File: src/rtl/xor_stream_parity_pkg.sv
// Shared definitions for the streaming XOR column-parity block and the checksum stage
// that consumes its result.
package xor_stream_pkg;

  localparam int DEF_WIDTH     = 8;
  localparam int DEF_MAX_WORDS = 16;

  function automatic int cwOf(input int maxWords);
    return $clog2(maxWords + 1);
  endfunction

  localparam int DEF_CW = cwOf(DEF_MAX_WORDS);

  typedef enum logic {
    EMPTY = 1'b0,
    FULL  = 1'b1
  } slot_state_e;

  // Result layout at the default configuration, as seen by the checksum stage.
  typedef struct packed {
    logic [DEF_WIDTH-1:0] column;
    logic                 parity;
    logic [DEF_CW-1:0]    count;
    logic                 overflow;
  } result_t;

endpackage

File: src/rtl/xor_reduce.sv
// Combinational XOR reduction of a WIDTH-bit word to a single parity bit.
module xor_reduce #(
  parameter int WIDTH = 8
) (
  input  logic [WIDTH-1:0] data_i,
  output logic             parity_o
);

  assign parity_o = ^data_i;

endmodule

File: src/rtl/xor_stream_parity.sv
// Folds every beat of a packet into a column-parity word with beat count, overflow flag
// and even/odd parity bit, delivered through a single registered valid/ready slot.
module xor_stream_parity
  import xor_stream_pkg::*;
#(
  parameter int  WIDTH     = DEF_WIDTH,
  parameter int  MAX_WORDS = DEF_MAX_WORDS,
  localparam int CW        = cwOf(MAX_WORDS)
) (
  input  logic             clock,
  input  logic             reset,
  input  logic [WIDTH-1:0] i_data,
  input  logic             i_valid,
  input  logic             i_last,
  output logic             i_ready,
  input  logic             odd_mode,
  output logic [WIDTH-1:0] o_column,
  output logic             o_parity,
  output logic [CW-1:0]    o_count,
  output logic             o_overflow,
  output logic             o_valid,
  input  logic             o_ready
);

  typedef struct packed {
    logic [WIDTH-1:0] column;
    logic             parity;
    logic [CW-1:0]    count;
    logic             overflow;
  } slot_t;

  slot_state_e      state_q, state_d;
  logic [WIDTH-1:0] acc_q, acc_d;
  logic [CW-1:0]    cnt_q, cnt_d;
  logic             ovf_q, ovf_d;
  slot_t            slot_q, slot_d;

  logic             accept;
  logic             lastAccept;
  logic             cntAtMax;
  logic [WIDTH-1:0] accFold;
  logic [CW-1:0]    cntSat;
  logic             ovfNext;
  logic             foldParity;

  // Ready depends only on the slot and the downstream ready, never on i_valid.
  assign i_ready    = !o_valid || o_ready;
  assign accept     = i_valid && i_ready;
  assign lastAccept = accept && i_last;

  assign cntAtMax = (cnt_q == CW'(MAX_WORDS));
  assign accFold  = acc_q ^ i_data;
  assign cntSat   = cntAtMax ? cnt_q : cnt_q + CW'(1);
  assign ovfNext  = ovf_q | cntAtMax;

  xor_reduce #(
    .WIDTH(WIDTH)
  ) uReduce (
    .data_i  (accFold),
    .parity_o(foldParity)
  );

  always_ff @(posedge clock) begin
    if (reset) begin
      state_q <= EMPTY;
    end else begin
      state_q <= state_d;
    end
  end

  always_comb begin
    state_d = state_q;
    unique case (state_q)
      EMPTY: if (lastAccept) state_d = FULL;
      FULL:  if (!lastAccept && o_ready) state_d = EMPTY;
      default: state_d = EMPTY;
    endcase
  end

  always_comb begin
    o_valid = (state_q == FULL);
  end

  // A last beat closes the packet into the slot and restarts the accumulator from zero.
  always_comb begin
    acc_d  = acc_q;
    cnt_d  = cnt_q;
    ovf_d  = ovf_q;
    slot_d = slot_q;
    if (lastAccept) begin
      slot_d.column   = accFold;
      slot_d.parity   = foldParity ^ odd_mode;
      slot_d.count    = cntSat;
      slot_d.overflow = ovfNext;
      acc_d           = '0;
      cnt_d           = '0;
      ovf_d           = 1'b0;
    end else if (accept) begin
      acc_d = accFold;
      cnt_d = cntSat;
      ovf_d = ovfNext;
    end
  end

  always_ff @(posedge clock) begin
    if (reset) begin
      acc_q  <= '0;
      cnt_q  <= '0;
      ovf_q  <= 1'b0;
      slot_q <= '0;
    end else begin
      acc_q  <= acc_d;
      cnt_q  <= cnt_d;
      ovf_q  <= ovf_d;
      slot_q <= slot_d;
    end
  end

  assign o_column   = slot_q.column;
  assign o_parity   = slot_q.parity;
  assign o_count    = slot_q.count;
  assign o_overflow = slot_q.overflow;

endmodule

File: config.mk
export PLATFORM = sky130hd
export DESIGN_NAME = xor_stream_parity
export DESIGN_NICKNAME = d
export VERILOG_FILES = /design/src/rtl/xor_stream_parity_pkg.sv /design/src/rtl/xor_reduce.sv /design/src/rtl/xor_stream_parity.sv
export SDC_FILE = /design/constraint.sdc
export NUM_CORES = 1
export LEC_CHECK = 0
export ABC_AREA = 1
export CAP_MARGIN = 25
export CORE_MARGIN = 3
export CORE_UTILIZATION = 50
export CTS_CLUSTER_SIZE = 8
export DETAILED_ROUTE_END_ITERATION = 6
export HOLD_SLACK_MARGIN = 0.15
export PLACE_DENSITY = 0.74
export SETUP_SLACK_MARGIN = 0.3
export SLEW_MARGIN = 20
export SYNTH_ARGS = -nofsm -noshare
export SYNTH_HDL_FRONTEND = slang
export SYNTH_SLANG_ARGS = --single-unit
File: constraint.sdc
create_clock -name clock -period 1.6 [get_ports clock]
set_input_delay 0.48 -clock clock [delete_from_list [all_inputs] [get_ports clock]]
set_output_delay 0.48 -clock clock [all_outputs]
set_load 0.01 [all_outputs]
==> metrics, run 1 <==
outcome finished, final reports clean; Sw Share 0.311; Detailed Place HPWL 2.44 mm; Final Wtd Congestion roughly 0.84; DRC 0; f_max 764 MHz; port bufs 30; flop2flop setup slack 0.35 ns; GR peak layer met2; diode count 0; Synth Flop Type dfxtp_1; pin count of the biggest net entering global routing 17; Logic pwr share 0.262; Clock transition at path regs around 0.090 ns; Net Sw Power around 550 µW; I/O Pins 31; Crit path max-delay family flip-flops; CP startpoint kind flop; grt met1 use 0.249; Die X 60.7 µm; YS warnings 0; critical path class flop to primary output; most frequent cells in the layout nand2_1 (84), buf_4 (30), a21oi_1 (24); Mapped Avg Cell Area 6.62 µm²; CP max stage delay 0.34 ns; area of the core 2810 µm²; area post-placement 1960 µm²; Pwr per Cell Area 806 nW/µm²; Max clock buf depth 2; worst-margin pin slew 0.276 ns; Layout Nets 306; Routed WL per cell 12.4 µm; endpoints failing setup 0; root buffer cell clkbuf_4; Final period util 0.818; WL final 4.01 mm; Int Power around 1200 µW; 1st-pass router iterations 4; final antenna-violating net count 0; final non-filler cell area 2220 µm²; unrepaired setup endpoints after global routing yes; Initial Util 0.533; post-synth cell types 25; Clock Sinks 30; met3 Usage GRT 0.0681; global-route wire length before repair 5.94 mm; TritonCTS buffer count 5; CP max stage cell dfxtp_2; DRT iter0 DRCs 97; number of synthesized flops with an enable pin 0; synthesized netlist cell count 226; met2 usage in global routing 0.389; die height 60.7 µm; CP Capture Type primary output; Clk pwr share 0.270; Total GRT Usage 0.216; critical path peak fanout 2; min cycle time layout 1.31 ns; Seq/Total Area, Yosys 0.401; final core occ 0.790; max cap viols 0; P_leak 0.00110 µW; async set or reset register ratio after synthesis 0; CP arrival 0.83 ns; Fin. Hold Viols 0; syn_nets 242; cts hold-fix bufs 0; std cell rows 19; initial antenna violation count 0; synthesized area around 1500 µm²; layout cell share with drive strength beyond 1 0.443; commonest non-fill, non-tap cell in the layout nand2_1; Buf+Inv Stages, Crit Path 1; H-tree levels 2; vias in the first global route 1,417; area grow syn2layout 48.2%; Hold WC Path Type flop to flop; Vias/cell 5.08; Yosys reg bits 30; CP cell instances nand2_2 -> buf_6; total number of vias 1,636; Worst VDD drop 0.555 mV; Die ar. 3690 µm²; Final Max Tran Viols 0; Clock Latency Late Sink 0.33 ns; Overflow after GRT 0; Final Skew 0.00735 ns; Req. time, crit path 1.12 ns; CTS tree done; sequential power share 0.468; Max transition margin 0.816
-- repair_timing --
action                                 4_1_cts  5_1_grt
gates cloned                                 1        0
endpoints found under the hold margin        0        0
setup endpoints to repair                   47       30
pin swaps                                   10        9
setup buffers                                7        4
resized for setup                          109       50
-- sequential cells by signal (all words and copies together) (netlist names) --
name and flops:
ovf_q 1, o_column 8, o_valid 1, o_parity 1, cnt_q 5, o_overflow 1
o_count 5, acc_q 8
-- Yosys cell counts (all sizes together) (2+ instances only) --
master	instances	area, µm²
o21ai	11	55.1
ha	2	25.0
xnor2	2	17.5
nor3	2	15.0
clkbuf	2	8.75
inv	26	97.6
dfxtp	30	601
xor2	3	33.8
a21oi	26	134
nand2	99	389
nor2	9	41.3
buf	4	26.3
nand3	8	40.0
-- cell families (layout without fill, tap and decap cells) --
group | Yosys count | count (layout) | share of synthesized area
flops | 30 | 30 | 0.401
simple gates | 119 | 119 | 0.329
xor+xnor | 5 | 5 | 0.0343
fa+ha+maj | 2 | 2 | 0.0167
buf+inv | 33 | 98 | 0.0920
compound gates | 37 | 37 | 0.126
-- per-stage QoR --
step	hold slack, ns	total power, µW	setup slack, ns	TNS (ns)	cells
finish	0.461	1790	0.291	0	322
global route	0.480	1870	0.248	0	322
CTS	0.446	1720	0.220	0	318
detailed placement	0.438	1240	-0.439	-7.86	302
global placement	0.434	1230	-0.427	-7.51	302
floorplan	0.438	1060	0.303	0	226
-- power groups by stage --
stage / combinational [µW] / sequential (µW) / clock (µW)
2_1_floorplan: 212 / 847 / 0
3_3_place_gp: 387 / 840 / 0
3_5_place_dp: 394 / 841 / 0
4_1_cts: 406 / 829 / 487
5_1_grt: 519 / 840 / 511
6_report: 468 / 835 / 483
-- worst register-to-register path, stage by stage, from the launching register on --
cell     delay (ns)
dfxtp_2        0.35
xor2_2         0.28
inv_1          0.07
nand2_1        0.09
nand2_1        0.07
nand2_2        0.07
nand2_1        0.06
nand2_1        0.05
nand2_1        0.05
a21oi_2        0.10
-- area by class of cell --
class                           instances  area, µm²
Clock buffer                            7       55.1
Multi-Input combinational cell        163        878
Sequential cell                        30        634
Inverter                               27        106
Clock inverter                          1       5.00
Timing Repair inverter                  1       5.00
Fill cell                             206        588
Tap cell                               31       38.8
Timing Repair Buffer                   62        494
-- path summary, 6_finish.rpt --
path                            startpoint    endpoint  depth (start not counted)
worst min register to register  o_count[1]  o_count[1]                          2
worst min-delay path            o_count[1]  o_count[1]                          2
worst max-delay path               o_valid     i_ready                          2
worst max register to register    acc_q[3]    o_parity                          9
-- metal layers --
| layer | up-vias | routed length (µm) |
|---|---|---|
| li1 | 828 | - |
| met4 | 0 | 23 |
| met1 | 759 | 1650 |
| met2 | 45 | 2140 |
| met3 | 4 | 196 |
| met5 | - | 0 |
Note: power is estimated with default switching activity, not from simulation.
==> run 2: changes to the inputs <==
--- a/config.mk
+++ b/config.mk
@@ -8,11 +8,11 @@
 export ABC_AREA = 1
 export CAP_MARGIN = 25
 export CORE_MARGIN = 3
-export CORE_UTILIZATION = 50
+export CORE_UTILIZATION = 45
 export CTS_CLUSTER_SIZE = 8
 export DETAILED_ROUTE_END_ITERATION = 6
 export HOLD_SLACK_MARGIN = 0.15
-export PLACE_DENSITY = 0.74
+export PLACE_DENSITY = 0.7
 export SETUP_SLACK_MARGIN = 0.3
 export SLEW_MARGIN = 20
 export SYNTH_ARGS = -nofsm -noshare
==> constraint.sdc (replaced) <==
create_clock -name clock -period 1.15 [get_ports clock]
set_input_delay 0.345 -clock clock [delete_from_list [all_inputs] [get_ports clock]]
set_output_delay 0.345 -clock clock [all_outputs]
set_load 0.01 [all_outputs]
==> run 2 against run 1 <==
The run now ends with setup timing left. Final area is 20% higher. Wire length is 9.8% higher. Core utilization is 6.6 points higher. Die area is 10% higher. Setup slack worse by 0.44 ns. Sequential share of layout area is 4.2 points lower. Sequential power is 41% higher. Critical path type is now flop to flop. Largest cell class unchanged. Highest routed layer unchanged.
==> metrics, run 2 (same netlist as run 1, synthesis figures left out) <==
critical path peak fanout 7 (was 2); pin count of the biggest net entering global routing 17 (unchanged); 1st-pass router iterations 4 (unchanged); Pwr per Cell Area 1000 nW/µm² (was 806 nW/µm²); Critical R2R Launch o_valid (was acc_q[3]); P_leak 0.00120 µW (was 0.00110 µW); Final Wtd Congestion 0.804 (was 0.838); number of cells on the worst reg-to-reg path 9 (unchanged); layout cell share with drive strength beyond 1 0.608 (was 0.443); CP startpoint kind flop (unchanged); Max clock buf depth 2 (unchanged); CP arrival 1.59 ns (was 0.83 ns); Net Sw Power 875 µW (was 555 µW); diode count 0 (unchanged); Worst Setup SP o_valid (unchanged); Total GRT Usage 0.208 (was 0.216); DRT iter0 DRCs 56 (was 97); most frequent cells in the layout nand2_1 (67), buf_6 (26), buf_4 (25) (was nand2_1 (84), buf_4 (30), a21oi_1 (24)); Vias/cell 4.85 (was 5.08); DRC 0 (unchanged); Clock Latency Late Sink 0.34 ns (was 0.33 ns); outcome finished with violations (was finished, final reports clean); root buffer cell clkbuf_4 (unchanged); Fin. Hold Viols 0 (unchanged); Routed WL per cell 12.9 µm (was 12.4 µm); Clk pwr share 0.257 (was 0.270); Overflow after GRT 0 (unchanged); Clock transition at path regs 0.10 ns (was 0.09 ns); sequential power share 0.441 (was 0.468); initial antenna violation count 0 (unchanged); CP Capture Type flop (was primary output); grt met1 use 0.246 (was 0.249); Clock Sinks 30 (unchanged); WL final 4.40 mm (was 4.01 mm); critical path class flop to flop (was flop to primary output); Final Skew 0.0105 ns (was 0.00735 ns); I/O Pins 31 (unchanged); unrepaired setup endpoints after global routing yes (unchanged); area grow syn2layout 77.5% (was 48.2%); H-tree levels 2 (unchanged); vias in the first global route 1,523 (was 1,417); min cycle time layout 1.30 ns; Logic pwr share 0.302 (was 0.262); PnR worst setup slack -0.152 ns (was 0.291 ns); global-route wire length before repair 6.61 mm (was 5.94 mm); Detailed Place HPWL 2.56 mm (was 2.44 mm); area of the core 3100 µm² (was 2810 µm²); Sw Share 0.328 (was 0.311); f_max 768 MHz; commonest non-fill, non-tap cell in the layout nand2_1 (unchanged); met3 Usage GRT 0.0606 (was 0.0681); Non-Filler Instances 340 (was 322); Max transition margin 0.804 (was 0.816); met2 usage in global routing 0.360 (was 0.389); endpoints failing setup 36 (was 0); port bufs 30 (unchanged); Die X 63.7 µm (was 60.7 µm); total number of vias 1,648 (was 1,636); worst-margin pin slew 0.294 ns (was 0.276 ns); Worst VDD drop 0.633 mV (was 0.555 mV); std cell rows 20 (was 19); Power Total 2660 µW (was 1790 µW); Final Max Tran Viols 0 (unchanged); flop2flop setup slack -0.15 ns (was 0.35 ns); CTS tree done (unchanged); Hold WC Path Type flop to flop (unchanged); hold path endpoint o_count[1] (unchanged); placed cell count 319 (was 302); Die ar. 4050 µm² (was 3690 µm²); max cap viols 0 (unchanged); Int Power 1790 µW (was 1230 µW); Initial Util 0.482 (was 0.533); cts hold-fix bufs 0 (unchanged); R2R Path End cnt_q[0] (was o_parity); TritonCTS buffer count 5 (unchanged); Filler cells 180 (was 206); Hold Path Origin o_count[1] (unchanged); GR peak layer met2 (unchanged); Final period util 1.13; final antenna-violating net count 0 (unchanged); Layout Nets 311 (was 306); Req. time, crit path 1.44 ns (was 1.12 ns); die height 63.7 µm (was 60.7 µm); failing checks setup timing; Hold Path Cell Cnt 2 (unchanged)
## run 2: cell types whose count changed in the layout (fill, tap and decap cells not counted), sizes merged
| cell | before | now |
|---|---|---|
| buf | 49 | 53 |
| clkbuf | 10 | 7 |
| clkdlybuf4s15 | 2 | 0 |
| clkdlybuf4s50 | 2 | 3 |
| clkinv | 3 | 2 |
| dlygate4sd2 | 5 | 10 |
| dlymetal6s2s | 1 | 0 |
| inv | 26 | 28 |
## run 2: final cells by class
type                    count  area [µm²]  share of cell area
clock buffers               7        55.1              0.0207
clock inverters             1        5.00             0.00188
inverters                  27         129              0.0485
multi-input cells         163        1100               0.415
flip-flops and latches     30         649               0.244
well taps                  44        55.1              0.0207
repair buffers             66         638               0.240
repair inverters            2        22.5             0.00848
## run 2: worst max-delay path by stage
stage	to	cells after the start
finish	cnt_q[0]	9
global route	o_count[0]	7
CTS	cnt_q[0]	7
detailed placement	i_ready	4
global placement	i_ready	4
floorplan	o_count[0]	7
## run 2: routing by layer
layer  wire length, µm  up-vias
li1                  -      844
met1              1810      764
met2              2350       32
met3               170        8
met4                59        0
met5                 0        -
## run 2: per-stage QoR
step                      TNS, ns  setup WS, ns  cell area [µm²]  utilization  hold WS (ns)
final                       -2.94        -0.152             2660        0.856         0.481
after global routing        -4.73        -0.228             2660        0.856         0.496
after CTS                   -1.49       -0.0751             2410        0.775         0.475
after detailed placement   -19.83        -0.732             2180        0.701         0.457
after global placement     -19.10        -0.720             2180        0.701         0.429
after floorplan                 0        0.0498             1670            -         0.453
## run 2: power by group through the flow
stage / clock (µW) / combinational (µW) / sequential [µW]
floorplan: 0 / 358 / 1190
global placement: 0 / 615 / 1180
detailed placement: 0 / 627 / 1180
CTS: 678 / 690 / 1170
global route: 750 / 877 / 1190
finish: 684 / 804 / 1180
## run 2: timing repair
| action | CTS | global route |
|---|---|---|
| buffers inserted | 4 | 7 |
| resized for setup | 142 | 55 |
| gates cloned | 1 | 1 |
| setup endpoints to repair | 47 | 47 |
| pin swaps | 17 | 16 |
## run 2: critical path, cell delays in order (launching register included)
cell and delay [ns]:
dfxtp_4 0.39, nand2_8 0.05, buf_6 0.12, nand2_4 0.06, inv_4 0.05, nand2_8 0.16
nand2_8 0.11, a21oi_1 0.15, o21ai_1 0.10, inv_1 0.06
==> run 3: changes to the inputs <==
--- a/config.mk
+++ b/config.mk
@@ -6,6 +6,7 @@
 export NUM_CORES = 1
 export LEC_CHECK = 0
 export ABC_AREA = 1
+export ABC_CLOCK_PERIOD_IN_PS = 1150
 export CAP_MARGIN = 25
 export CORE_MARGIN = 3
 export CORE_UTILIZATION = 45
==> results of run 3 <==
The final DEF is identical to that of run 2; final timing and power are the same.
